$ cat src/rtl/control_unit_if.sv
// Control bundle between control_unit and the single-bus Datapath.
interface control_unit_if;
  logic [31:0] IR;
  logic        CON;
  logic [4:0]  CONTROL;
  logic        IncPC, Read, Write;
  logic        PC_Out, MDR_Out, ZLO_Out, C_Out, BA_Out, R_Out;
  logic        PC_In, MDR_In, MAR_In, IR_In, Y_In, ZLO_In, R_In, CON_In;
  logic        G_RA, G_RB, G_RC;
  logic        Run;

  modport master (
    input  IR, CON,
    output CONTROL, IncPC, Read, Write,
    output PC_Out, MDR_Out, ZLO_Out, C_Out, BA_Out, R_Out,
    output PC_In, MDR_In, MAR_In, IR_In, Y_In, ZLO_In, R_In, CON_In,
    output G_RA, G_RB, G_RC, Run
  );

  modport slave (
    output IR, CON,
    input  CONTROL, IncPC, Read, Write,
    input  PC_Out, MDR_Out, ZLO_Out, C_Out, BA_Out, R_Out,
    input  PC_In, MDR_In, MAR_In, IR_In, Y_In, ZLO_In, R_In, CON_In,
    input  G_RA, G_RB, G_RC, Run
  );
endinterface

$ cat src/rtl/control_unit.sv
// Hardwired fetch/execute sequencer for the single-bus Datapath.
// Define CTRL_BRANCH_EN to enable the conditional-branch (br) sequence.
module control_unit (
  input  logic           Clock,
  input  logic           Clear,
  control_unit_if.master bus
);

  typedef enum logic [3:0] {
    S_RESET = 4'd0,
    S_T0    = 4'd1,
    S_T1    = 4'd2,
    S_T2    = 4'd3,
    S_T3    = 4'd4,
    S_T4    = 4'd5,
    S_T5    = 4'd6,
    S_T6    = 4'd7,
    S_T7    = 4'd8,
    S_HALT  = 4'd9
  } state_t;

  localparam logic [4:0] C_ADD = 5'b00000;
  localparam logic [4:0] C_SUB = 5'b00001;
  localparam logic [4:0] C_AND = 5'b00010;
  localparam logic [4:0] C_OR  = 5'b00011;

  state_t     r_state, w_next;
  logic [4:0] w_op, w_ctl;
  logic       w_ld, w_ldi, w_st, w_mem, w_alu, w_imm, w_rr;
  logic       w_br, w_halt, w_con;
  logic       w_unused_ir;

  assign w_op   = bus.IR[31:27];
  assign w_ld   = (w_op == 5'b00000);
  assign w_ldi  = (w_op == 5'b00001);
  assign w_st   = (w_op == 5'b00010);
  assign w_mem  = w_ld | w_ldi | w_st;
  assign w_alu  = (w_op >= 5'b00011) && (w_op <= 5'b00110);
  assign w_imm  = (w_op >= 5'b01100) && (w_op <= 5'b01110);
  assign w_rr   = w_alu | w_imm;
  assign w_halt = (w_op == 5'b11011);

  assign w_unused_ir = ^bus.IR[26:0];

`ifdef CTRL_BRANCH_EN
  assign w_br  = (w_op == 5'b10011);
  assign w_con = bus.CON;
`else
  logic w_unused_con;
  assign w_br         = 1'b0;
  assign w_con        = 1'b0;
  assign w_unused_con = bus.CON;
`endif

  always_comb begin
    unique case (w_op)
      5'b00100:           w_ctl = C_SUB;
      5'b00101, 5'b01101: w_ctl = C_AND;
      5'b00110, 5'b01110: w_ctl = C_OR;
      default:            w_ctl = C_ADD;
    endcase
  end

  always_ff @(posedge Clock or negedge Clear) begin
    if (!Clear) r_state <= S_RESET;
    else        r_state <= w_next;
  end

  always_comb begin
    w_next      = r_state;
    bus.CONTROL = C_ADD;
    bus.IncPC   = 1'b0;
    bus.Read    = 1'b0;
    bus.Write   = 1'b0;
    bus.PC_Out  = 1'b0;
    bus.MDR_Out = 1'b0;
    bus.ZLO_Out = 1'b0;
    bus.C_Out   = 1'b0;
    bus.BA_Out  = 1'b0;
    bus.R_Out   = 1'b0;
    bus.PC_In   = 1'b0;
    bus.MDR_In  = 1'b0;
    bus.MAR_In  = 1'b0;
    bus.IR_In   = 1'b0;
    bus.Y_In    = 1'b0;
    bus.ZLO_In  = 1'b0;
    bus.R_In    = 1'b0;
    bus.CON_In  = 1'b0;
    bus.G_RA    = 1'b0;
    bus.G_RB    = 1'b0;
    bus.G_RC    = 1'b0;
    bus.Run     = (r_state != S_RESET) && (r_state != S_HALT);
    unique case (r_state)
      S_RESET: w_next = S_T0;
      S_T0: begin
        bus.PC_Out = 1'b1;
        bus.MAR_In = 1'b1;
        bus.IncPC  = 1'b1;
        w_next     = S_T1;
      end
      S_T1: begin
        bus.Read   = 1'b1;
        bus.MDR_In = 1'b1;
        w_next     = S_T2;
      end
      S_T2: begin
        bus.MDR_Out = 1'b1;
        bus.IR_In   = 1'b1;
        w_next      = S_T3;
      end
      S_T3: begin
        w_next = S_T4;
        unique case (1'b1)
          w_mem: begin
            bus.G_RB   = 1'b1;
            bus.BA_Out = 1'b1;
            bus.Y_In   = 1'b1;
          end
          w_rr: begin
            bus.G_RB  = 1'b1;
            bus.R_Out = 1'b1;
            bus.Y_In  = 1'b1;
          end
          w_br: begin
            bus.G_RA   = 1'b1;
            bus.R_Out  = 1'b1;
            bus.CON_In = 1'b1;
          end
          w_halt:  w_next = S_HALT;
          default: w_next = S_T0;
        endcase
      end
      S_T4: begin
        w_next = S_T5;
        unique case (1'b1)
          w_alu: begin
            bus.G_RC    = 1'b1;
            bus.R_Out   = 1'b1;
            bus.ZLO_In  = 1'b1;
            bus.CONTROL = w_ctl;
          end
          w_mem, w_imm: begin
            bus.C_Out   = 1'b1;
            bus.ZLO_In  = 1'b1;
            bus.CONTROL = w_ctl;
          end
          w_br: begin
            bus.PC_Out = 1'b1;
            bus.Y_In   = 1'b1;
          end
          default: w_next = S_T0;
        endcase
      end
      S_T5: begin
        w_next = S_T0;
        unique case (1'b1)
          w_ld, w_st: begin
            bus.ZLO_Out = 1'b1;
            bus.MAR_In  = 1'b1;
            w_next      = S_T6;
          end
          w_ldi, w_rr: begin
            bus.ZLO_Out = 1'b1;
            bus.G_RA    = 1'b1;
            bus.R_In    = 1'b1;
          end
          w_br: begin
            bus.C_Out  = 1'b1;
            bus.ZLO_In = 1'b1;
            w_next     = S_T6;
          end
          default: w_next = S_T0;
        endcase
      end
      S_T6: begin
        w_next = S_T0;
        unique case (1'b1)
          w_ld: begin
            bus.Read   = 1'b1;
            bus.MDR_In = 1'b1;
            w_next     = S_T7;
          end
          w_st: begin
            bus.G_RA   = 1'b1;
            bus.R_Out  = 1'b1;
            bus.MDR_In = 1'b1;
            w_next     = S_T7;
          end
          w_br: begin
            bus.ZLO_Out = w_con;
            bus.PC_In   = w_con;
          end
          default: w_next = S_T0;
        endcase
      end
      S_T7: begin
        w_next = S_T0;
        if (w_ld) begin
          bus.MDR_Out = 1'b1;
          bus.G_RA    = 1'b1;
          bus.R_In    = 1'b1;
        end else if (w_st) begin
          bus.Write = 1'b1;
        end
      end
      S_HALT: begin
        bus.Run = 1'b0;
        w_next  = S_HALT;
      end
      default: w_next = S_RESET;
    endcase
  end

endmodule
$ cat src/flat_wrapper.sv
// flat-port wrapper written by rule: the top's interface ports become plain ports
module control_unit_flat 
  (Clock, Clear, bus_IR, bus_CON, bus_CONTROL, bus_IncPC, bus_Read, bus_Write, bus_PC_Out, bus_MDR_Out, bus_ZLO_Out, bus_C_Out, bus_BA_Out, bus_R_Out, bus_PC_In, bus_MDR_In, bus_MAR_In, bus_IR_In, bus_Y_In, bus_ZLO_In, bus_R_In, bus_CON_In, bus_G_RA, bus_G_RB, bus_G_RC, bus_Run);
  control_unit_if bus_i ();
  input  logic Clock;
  input  logic Clear;
  input wire logic [$bits(bus_i.IR)-1:0] bus_IR;
  input wire logic [$bits(bus_i.CON)-1:0] bus_CON;
  output wire logic [$bits(bus_i.CONTROL)-1:0] bus_CONTROL;
  output wire logic [$bits(bus_i.IncPC)-1:0] bus_IncPC;
  output wire logic [$bits(bus_i.Read)-1:0] bus_Read;
  output wire logic [$bits(bus_i.Write)-1:0] bus_Write;
  output wire logic [$bits(bus_i.PC_Out)-1:0] bus_PC_Out;
  output wire logic [$bits(bus_i.MDR_Out)-1:0] bus_MDR_Out;
  output wire logic [$bits(bus_i.ZLO_Out)-1:0] bus_ZLO_Out;
  output wire logic [$bits(bus_i.C_Out)-1:0] bus_C_Out;
  output wire logic [$bits(bus_i.BA_Out)-1:0] bus_BA_Out;
  output wire logic [$bits(bus_i.R_Out)-1:0] bus_R_Out;
  output wire logic [$bits(bus_i.PC_In)-1:0] bus_PC_In;
  output wire logic [$bits(bus_i.MDR_In)-1:0] bus_MDR_In;
  output wire logic [$bits(bus_i.MAR_In)-1:0] bus_MAR_In;
  output wire logic [$bits(bus_i.IR_In)-1:0] bus_IR_In;
  output wire logic [$bits(bus_i.Y_In)-1:0] bus_Y_In;
  output wire logic [$bits(bus_i.ZLO_In)-1:0] bus_ZLO_In;
  output wire logic [$bits(bus_i.R_In)-1:0] bus_R_In;
  output wire logic [$bits(bus_i.CON_In)-1:0] bus_CON_In;
  output wire logic [$bits(bus_i.G_RA)-1:0] bus_G_RA;
  output wire logic [$bits(bus_i.G_RB)-1:0] bus_G_RB;
  output wire logic [$bits(bus_i.G_RC)-1:0] bus_G_RC;
  output wire logic [$bits(bus_i.Run)-1:0] bus_Run;
  assign bus_i.IR = bus_IR;
  assign bus_i.CON = bus_CON;
  assign bus_CONTROL = bus_i.CONTROL;
  assign bus_IncPC = bus_i.IncPC;
  assign bus_Read = bus_i.Read;
  assign bus_Write = bus_i.Write;
  assign bus_PC_Out = bus_i.PC_Out;
  assign bus_MDR_Out = bus_i.MDR_Out;
  assign bus_ZLO_Out = bus_i.ZLO_Out;
  assign bus_C_Out = bus_i.C_Out;
  assign bus_BA_Out = bus_i.BA_Out;
  assign bus_R_Out = bus_i.R_Out;
  assign bus_PC_In = bus_i.PC_In;
  assign bus_MDR_In = bus_i.MDR_In;
  assign bus_MAR_In = bus_i.MAR_In;
  assign bus_IR_In = bus_i.IR_In;
  assign bus_Y_In = bus_i.Y_In;
  assign bus_ZLO_In = bus_i.ZLO_In;
  assign bus_R_In = bus_i.R_In;
  assign bus_CON_In = bus_i.CON_In;
  assign bus_G_RA = bus_i.G_RA;
  assign bus_G_RB = bus_i.G_RB;
  assign bus_G_RC = bus_i.G_RC;
  assign bus_Run = bus_i.Run;
  control_unit u_core (.Clock(Clock), .Clear(Clear), .bus(bus_i));
endmodule
$ cat config.mk
export PLATFORM = sky130hd
export DESIGN_NAME = control_unit_flat
export DESIGN_NICKNAME = d
export VERILOG_FILES = /design/src/rtl/control_unit_if.sv /design/src/rtl/control_unit.sv /design/src/flat_wrapper.sv
export SDC_FILE = /design/constraint.sdc
export NUM_CORES = 1
export LEC_CHECK = 0
export ABC_AREA = 1
export CELL_PAD_IN_SITES_DETAIL_PLACEMENT = 1
export CELL_PAD_IN_SITES_GLOBAL_PLACEMENT = 1
export CORE_MARGIN = 1
export CORE_UTILIZATION = 17
export CTS_CLUSTER_SIZE = 12
export DETAILED_ROUTE_END_ITERATION = 8
export PLACE_DENSITY_LB_ADDON = 0.1
export SYNTH_ARGS = -nofsm -noshare
export SYNTH_HDL_FRONTEND = slang
export SYNTH_SLANG_ARGS = --single-unit
export TNS_END_PERCENT = 1
$ cat constraint.sdc
create_clock -name Clock -period 1.3 [get_ports Clock]
set_input_delay 0.26 -clock Clock [delete_from_list [all_inputs] [get_ports Clock]]
set_output_delay 0.26 -clock Clock [all_outputs]
set_load 0.05 [all_outputs]
==> results of run 1 <==
[layout by cell type (no fill, tap or decap), types with 3 or more instances in the layout]
master,synthesis,routed
nand4_1,5,5
nand2_1,18,12
nand2_2,2,8
nand3_2,2,3
buf_4,7,31
nand3_1,10,8
clkbuf_4,0,3
nor2_1,15,5
inv_1,18,9
nor2_2,0,7
nor2_4,3,6
conb_1,1,5
inv_2,2,9
dfrtp_1,4,3
o21ai_2,1,4
dlygate4sd2_1,0,5
buf_12,0,22
[cell families (layout without fill, tap and decap cells)]
logic type,after synthesis,after routing,synth area share [%]
DFF,4,4,16.8
buffers and inverters,27,83,21.4
and+or+nand+nor,61,61,52.2
other,1,5,0.628
AOI/OAI and AO/OA,9,9,9.01
[worst max-delay path, cell delays in order, from the launching register on]
cell     delay (ns)
dfrtp_1        0.39
inv_2          0.08
nand2_4        0.09
nor2_4         0.17
inv_4          0.06
nor4_4         0.26
buf_12         0.18
[cell type report]
cell class	instances	area (µm²)	share of cell area, %
Tap cell	46	57.6	3.81
Clock buffer	3	22.5	1.49
Inverter	20	81.3	5.38
Sequential cell	4	101	6.71
Multi-Input combinational cell	75	510	33.8
Timing Repair Buffer	60	738	48.8
[through the flow]
stage               TNS [ns]  utilization, %
floorplan              -3.80               -
global placement      -11.29            41.4
detailed placement    -11.76            41.4
CTS                    -7.75            44.5
global route           -8.69            45.3
finish                 -7.25            45.3
[per-layer routing]
layer / up-vias / track usage, % / routed length, µm
li1: 435 / - / -
met1: 428 / 17.4 / 1020
met2: 20 / 29.8 / 1450
met3: 7 / 2.10 / 105
met4: 0 / 4.55 / 40
met5: - / 0 / 0
[repair_timing]
item,4_1_cts,5_1_grt
endpoints found under the setup margin,25,25
gates resized for setup,25,11
pin swaps,9,6
buffers inserted,2,0
gates cloned,0,0
[path summary, 6_finish.rpt]
path	from	end	slack [ns]	depth (start not counted)
min reg2reg	u_core.r_state[0]$_DFF_PN0_	u_core.r_state[3]$_DFF_PN0_	0.75	2
min	Clear	u_core.r_state[1]$_DFF_PN0_	0.23	1
max in group asynchronous	Clear	u_core.r_state[0]$_DFF_PN0_	0.88	1
min in group Clock	bus_IR[28]	u_core.r_state[0]$_DFF_PN0_	0.66	5
max	u_core.r_state[3]$_DFF_PN0_	bus_CONTROL[1]	-0.42	6
max reg2reg	u_core.r_state[1]$_DFF_PN0_	u_core.r_state[2]$_DFF_PN0_	0.04	7
[power breakdown]
part / internal [µW] / switching (µW)
Combinational: 1020 / 1210
Clock: 103 / 50.6
Sequential: 173 / 50.4
==> results.cfg, run 1 <==
[global_routing]
gr-usage-all-layers_pct = 15.4
grt_pass1_wl_um = 4230
grt_pass1_vias = 948
overflow = 0
antenna_found_initial = 0
grt_max_degree = 7

[place]
gp_congestion = 0.790
hpwl_um = 2180
dp.cells = 203
io_buffers = 27
place_ws_ns = -0.652
place_area_um2 = 1380

[worst_setup_path]
cp_data_required_time_ns = 1.04
path_class = flop to output port
critPathLaunchType = flop
worstPathArrival_ns = 1.46
end_kind = output port
crit_fanout = 5

[clock_tree]
cts_tree = yes
clock_path_buffers = 2
clkTransAtPathRegs_ns = 0.04
ctsRootBufferMaster = clkbuf_4
cts_max_level = 1
numCtsBuffers = 3
clkLatencyLatePin_ns = 0.24
clock_sinks = 4
hold_buffers = 0

[hold_path]
hp-class = input pin to async pin

[die]
fp.dieW_um = 61.3
start_util_pct = 17.9
dieHeight_um = 61.3
fp-row-count = 21
die_area_um2 = 3750
core_um2 = 3340
ios = 61

[drt]
wirelength_um = 2610
drt.antenna.violating_nets = 0
wl_per_cell_um = 12.6
first_pass_iters = 4
num_vias = 890
first_iter_violations = 41
viasPerCell = 4.28
drc = 0

[timing]
drv_slew = 0
fin_crit_ns = 1.72
setup_violations = 21
fin_crit_sh_pct = 132
fin_skew_ns = 0.00316
layout_setup_ws_ns = -0.420
rsz0062_at_grt = yes
fmax_mhz = 581
hold_slack_ns = 0.233
hold_viol_final = 0

[synthesis]
syn_area_per_cell_um2 = 5.85
async_reset_ff_share_pct = 100
synth_area_um2 = 597
synth_cell_types = 22
yosysTopAreaCell = dfrtp_1
synth_edf_count = 0
synthFlopType = dfrtp_1
ys_warn_count = 0
ys_ff_latch = 4
yosys-top-cells-count = inv_1, nand2_1, nor2_1
ys_seq_area_share_pct = 16.8
synth_area_leaders = dfrtp_1, inv_1, nand2_1, nor2_1, buf_4
synth_cells = 102
synth_top_area_share_pct = 16.8

[layout]
area_growth_pct = 153
fin_area_um2 = 1510
reg.largest.list = u_core.r_state (4)
fin_cells = 208
n_fill_cell = 417
antenna_cells = 0
nets = 199
largest_reg_flops = 4
top_register = u_core.r_state
drive_above_1_share_pct = 63.6

[power]
leakage_uw = 0.000707
p_total_uw = 2610
ir_drop_mv = 0.607
powerDensity_nw_per_um2 = 1720

[job]
drv_cap = 0

[run_status]
violations = setup timing
status = complete, but fails checks
Note: power is estimated with default switching activity, not from simulation.
==> run 2: changes to the inputs <==
--- a/config.mk
+++ b/config.mk
@@ -12,6 +12,7 @@
 export CORE_UTILIZATION = 17
 export CTS_CLUSTER_SIZE = 12
 export DETAILED_ROUTE_END_ITERATION = 8
+export HOLD_SLACK_MARGIN = 0.08
 export PLACE_DENSITY_LB_ADDON = 0.1
 export SYNTH_ARGS = -nofsm -noshare
 export SYNTH_HDL_FRONTEND = slang
==> constraint.sdc (replaced) <==
create_clock -name Clock -period 1.9 [get_ports Clock]
set_input_delay 0.38 -clock Clock [delete_from_list [all_inputs] [get_ports Clock]]
set_output_delay 0.38 -clock Clock [all_outputs]
set_load 0.05 [all_outputs]
==> run 2 against run 1 <==
  * The run now ends clean
  * Critical path type is now input pin to output port
  * Non-clock buffer count fell by 6
  * Die area did not move
  * Clock skew fell by 0.0023 ns
  * Routed wire length fell by 9.3%
  * Largest cell class unchanged
  * Global-route usage fell by 1.7 points
  * Sequential power fell by 28%
  * Design area fell by 8.8%
  * Hold slack improved by 0.11 ns
  * Cell count fell by 2.9%
  * Clock power fell by 28%
  * Largest power group unchanged
  * Flip-flop and latch count did not move
  * Core utilization fell by 4.0 points
==> results.cfg, run 2 (synthesized netlist as in run 1, its figures left out) <==
[run_status]
status = completed

[clock_tree]
cts_tree = yes
ctsRootBufferMaster = clkbuf_4
clkTransAtPathRegs_ns = 0.04
clock_sinks = 4
cts_max_level = 1
numCtsBuffers = 3
clock_path_buffers = 2
clkLatencyLatePin_ns = 0.24

[worst_setup_path]
path_class = input pin to output port
end_kind = output port
crit_fanout = 4
worstPathBufferInverterCount = 3
critPathLaunchType = input pin
cpLargestDelayFamily = buffers and inverters
rrSetupSlack_ns = 0.69
worstReg2RegEnd = u_core.r_state[1]$_DFF_PN0_
rr_worst_depth = 8
cp_data_required_time_ns = 1.52
endpoint = bus_G_RA
slowest_stage = dlygate4sd2_1
crit_chain = dlygate4sd2_1 -> buf_4 -> nand3_1 -> nand2_2 -> nand2_1 -> nand3_1 -> nand2_2 -> nand2_1 -> buf_12
worstPathArrival_ns = 1.47
cp-startpoint = bus_IR[28]
slowest_delay_ns = 0.27
path_depth = 9
r2r_start = u_core.r_state[3]$_DFF_PN0_

[timing]
setup_violations = 0
hold_viol_final = 0
drv_slew = 0
fin_crit_ns = 1.85
setup-tns-final_ns = 0
fin_crit_sh_pct = 97.5
rsz0062_at_grt = yes
fin_skew_ns = 0.000865
fmax_mhz = 540

[drt]
drt.antenna.violating_nets = 0
wirelength_um = 2370
drc = 0
num_vias = 836
first_pass_iters = 4
viasPerCell = 4.14
first_iter_violations = 13
wl_per_cell_um = 11.7

[global_routing]
antenna_found_initial = 0
grt_pass1_wl_um = 3780
grt_pass1_vias = 891
overflow = 0
grt_max_degree = 7
gr-usage-all-layers_pct = 13.7

[die]
ios = 61
die_area_um2 = 3750
start_util_pct = 17.9
core_um2 = 3340
dieHeight_um = 61.3
fp-row-count = 21
fp.dieW_um = 61.3

[layout]
antenna_cells = 0
top_register = u_core.r_state
fin_cells = 202
drive_above_1_share_pct = 60.3
fin_util_pct = 41.3
nets = 193
n_fill_cell = 410
area_growth_pct = 131
fin_area_um2 = 1380
layout_common_cells = buf_4, buf_12, nand2_1
largest_reg_flops = 4
layout_commonest_cell = buf_4
reg.largest.list = u_core.r_state (4)

[place]
io_buffers = 27
place_area_um2 = 1250
gp_congestion = 0.730
dp.cells = 193
hpwl_um = 1920

[power]
powerDensity_nw_per_um2 = 1100
power.internal_uw = 700
ir_drop_mv = 0.339
leakage_uw = 0.000670
net-switching-power_uw = 814
swShare_pct = 53.8
seq_power_share_pct = 10.6
clockPowerShare_pct = 7.3
share_comb_of_total_power_pct = 82.1
p_total_uw = 1510

[hold_path]
hp-class = input pin to async pin

[job]
drv_cap = 0
==> run 2: layout make-up <==
class,instances,area (µm²),share of cell area [%]
Timing Repair Buffer,54,654,47.5
Multi-Input combinational cell,75,468,33.9
Sequential cell,4,101,7.35
Inverter,20,75.1,5.44
Tap cell,46,57.6,4.17
Clock buffer,3,22.5,1.63
==> run 2: routing by layer <==
layer / routed length [µm] / up-vias / track usage (%)
met2: 1170 / 23 / 21.9
met1: 1070 / 384 / 18.5
met4: 43 / 0 / 7.14
li1: - / 424 / -
met3: 84 / 5 / 0.840
met5: 0 / - / 0
==> run 2: through the flow <==
| step | setup WS, ns | hold WS, ns |
|---|---|---|
| global route | -0.0349 | 0.349 |
| detailed placement | -0.329 | 0.597 |
| global placement | -0.328 | 0.594 |
| floorplan | -0.318 | 0.0844 |
| CTS | -0.0294 | 0.341 |
| finish | 0.0482 | 0.342 |
==> run 2: how the worst min path moves through the flow <==
| stage | to | slack [ns] |
|---|---|---|
| 3_5_place_dp | u_core.r_state[3]$_DFF_PN0_ | 0.60 |
| 5_1_grt | u_core.r_state[2]$_DFF_PN0_ | 0.35 |
| 2_1_floorplan | u_core.r_state[0]$_DFF_PN0_ | 0.08 |
| 3_3_place_gp | u_core.r_state[3]$_DFF_PN0_ | 0.59 |
| 4_1_cts | u_core.r_state[2]$_DFF_PN0_ | 0.34 |
| 6_report | u_core.r_state[2]$_DFF_PN0_ | 0.34 |
==> run 2: power groups by stage <==
stage	Sequential (µW)	Clock, µW	Combinational (µW)
CTS	145	115	1210
finish	160	111	1240
floorplan	138	0	655
global placement	145	0	1190
detailed placement	144	0	1190
global route	163	117	1320
==> run 2: repair_timing <==
item                                   in CTS  in global routing
endpoints found under the hold margin       0                  0
setup buffers                               0                  6
gates cloned                                0                  0
pin swaps                                   1                 11
setup endpoints to repair                  17                 18
hold buffers                                0                  0
gates resized for setup                    17                 26
==> edit 1: new RTL, flow settings as in run 1 <==
The option `CTRL_BRANCH_EN` is turned on by a define.
--- a/src/rtl/control_unit.sv
+++ b/src/rtl/control_unit.sv
@@ -2,2 +2,4 @@
 // Define CTRL_BRANCH_EN to enable the conditional-branch (br) sequence.
+`define CTRL_BRANCH_EN
+
 module control_unit (
Function: changed (a bounded check fails within 10 cycles, from zero or initial values).
==> edit 1 against run 1 <==
The flow still finishes with violations (setup timing); utilization rose by 2.5 points; register-to-register slack worse by 0.14 ns; synthesized cell count rose by 13%; sequential cell count is the same; combinational power rose by 11%; fmax decreased by 1.4%; final cell count is 16% higher; first-iteration DRC count shrank 78%; wire length increased by 18%; die area is 10% higher; final area up 17%; power rose by 14%; setup slack got worse by 0.025 ns; synthesized area rose by 11%; largest cell class unchanged; largest power group unchanged; highest routed layer unchanged.
==> edit 1: results (changes against run 1) <==
metric,value,unit,change
status,finished with violations,,unchanged
failing checks,setup timing,,unchanged
r2r endpoint,u_core.r_state[0],,was u_core.r_state[2]
first-pass GRT wire length,4930,µm,was 4230 µm
crit path from,bus_IR[30],,was u_core.r_state[3]
Leakage,0.871,nW,was 0.707 nW
Port Buffers,30,,was 27
clk_lat worst skew,0.21,ns,was 0.24 ns
VDD IR max,0.992,mV,was 0.607 mV
Int Power,1.55,mW,was 1.29 mW
sequential area share after synthesis,15.2,%,was 16.8%
total wire length,3090,µm,was 2610 µm
vias in the first global route,1074,,was 948
layout cells sized above 1,65.8,%,was 63.6%
Area after DPL,1590,µm²,was 1380 µm²
nets,230,,was 199
Post-synth top cells,"nand2_1 (23), inv_1 (19), nand3_1 (14), nor2_1 (12), nor3_1 (5)",,"was inv_1 (18), nand2_1 (18), nor2_1 (15), nand3_1 (10), buf_4 (7)"
Final setup viols,27,,was 21
largest cells by area after synthesis,"dfrtp_1 (15%), nand2_1 (13%), inv_1 (11%), nand3_1 (11%), nor2_1 (6.8%)",,"was dfrtp_1 (17%), inv_1 (11%), nand2_1 (11%), nor2_1 (9.4%), buf_4 (8.8%)"
CP max stage cell,dlygate4sd2_1,,was dfrtp_1
DR iter-0 viols,9,,was 41
setup ws final,-0.445,ns,was -0.420 ns
Worst path max stage delay,0.32,ns,was 0.39 ns
Setup WS pre-CTS,-0.714,ns,was -0.652 ns
worst setup path endpoint,bus_R_In,,was bus_CONTROL[1]
## edit 1: cell count changes in the layout (fill, tap and decap cells not counted), moves of 3 or more
cell / delta
a21oi_1: +3
nand3_2: +6
clkbuf_4: -3
clkbuf_8: +3
buf_4: +14
inv_1: +3
nand2_1: +7
## edit 1: layout make-up
class | instances | area [µm²]
clock buffer | 3 | 41.3
fill | 451 | 1930
inverter | 24 | 91.3
multi-input combinational | 86 | 594
sequential | 4 | 101
tap | 48 | 60.1
timing repair buffer | 76 | 873
## edit 1: what timing repair did
action	4_1_cts	5_1_grt
pin swaps	6	1
resized for setup	22	6
setup buffers	7	0
setup endpoints to repair	27	27
## edit 1: per-stage QoR
| step | hold WS, ns | setup TNS (ns) | power (mW) | instances |
|---|---|---|---|---|
| final | 0.242 | -8.62 | 2.96 | 241 |
| after detailed placement | 0.472 | -14.71 | 2.54 | 231 |
| after global routing | 0.257 | -11.06 | 3.12 | 241 |
| after floorplan | -0.0356 | -3.97 | 1.29 | 117 |
| after CTS | 0.243 | -8.92 | 2.97 | 241 |
| after global placement | 0.468 | -13.99 | 2.51 | 231 |
## edit 1: routing by layer
layer | GRT usage [%] | up-vias | share of wire (%)
met4 | 3.61 | 0 | 0.45
met3 | 1.61 | 2 | 3.1
met1 | 15.9 | 499 | 39
met2 | 32.2 | 24 | 57
li1 | - | 515 | -
met5 | 0 | - | 0
## edit 1: critical path: cells and delay by family
kind / cells / cell delay [ns]
buffers and inverters: 2 / 0.48
and+or+nand+nor: 6 / 0.74
## edit 1: how the worst min path moves through the flow
stage | startpoint | endpoint | slack (ns) | cells after the start
finish | Clear | u_core.r_state[1] | 0.24 | 1
global route | Clear | u_core.r_state[3] | 0.26 | 1
CTS | Clear | u_core.r_state[3] | 0.24 | 1
detailed placement | Clear | u_core.r_state[0] | 0.47 | 1
global placement | Clear | u_core.r_state[1] | 0.47 | 1
floorplan | Clear | u_core.r_state[0] | -0.04 | 0
## edit 1: cell families after synthesis
group           Yosys count
flops                     4
other cells               1
simple gates             73
compound gates           10
buf+inv                  27
## edit 1: power groups by stage
stage	clock (mW)	sequential (mW)	combinational, mW
finish	0.257	0.225	2.48
global route	0.275	0.231	2.61
CTS	0.268	0.224	2.48
detailed placement	0	0.224	2.31
global placement	0	0.222	2.29
floorplan	0	0.221	1.07
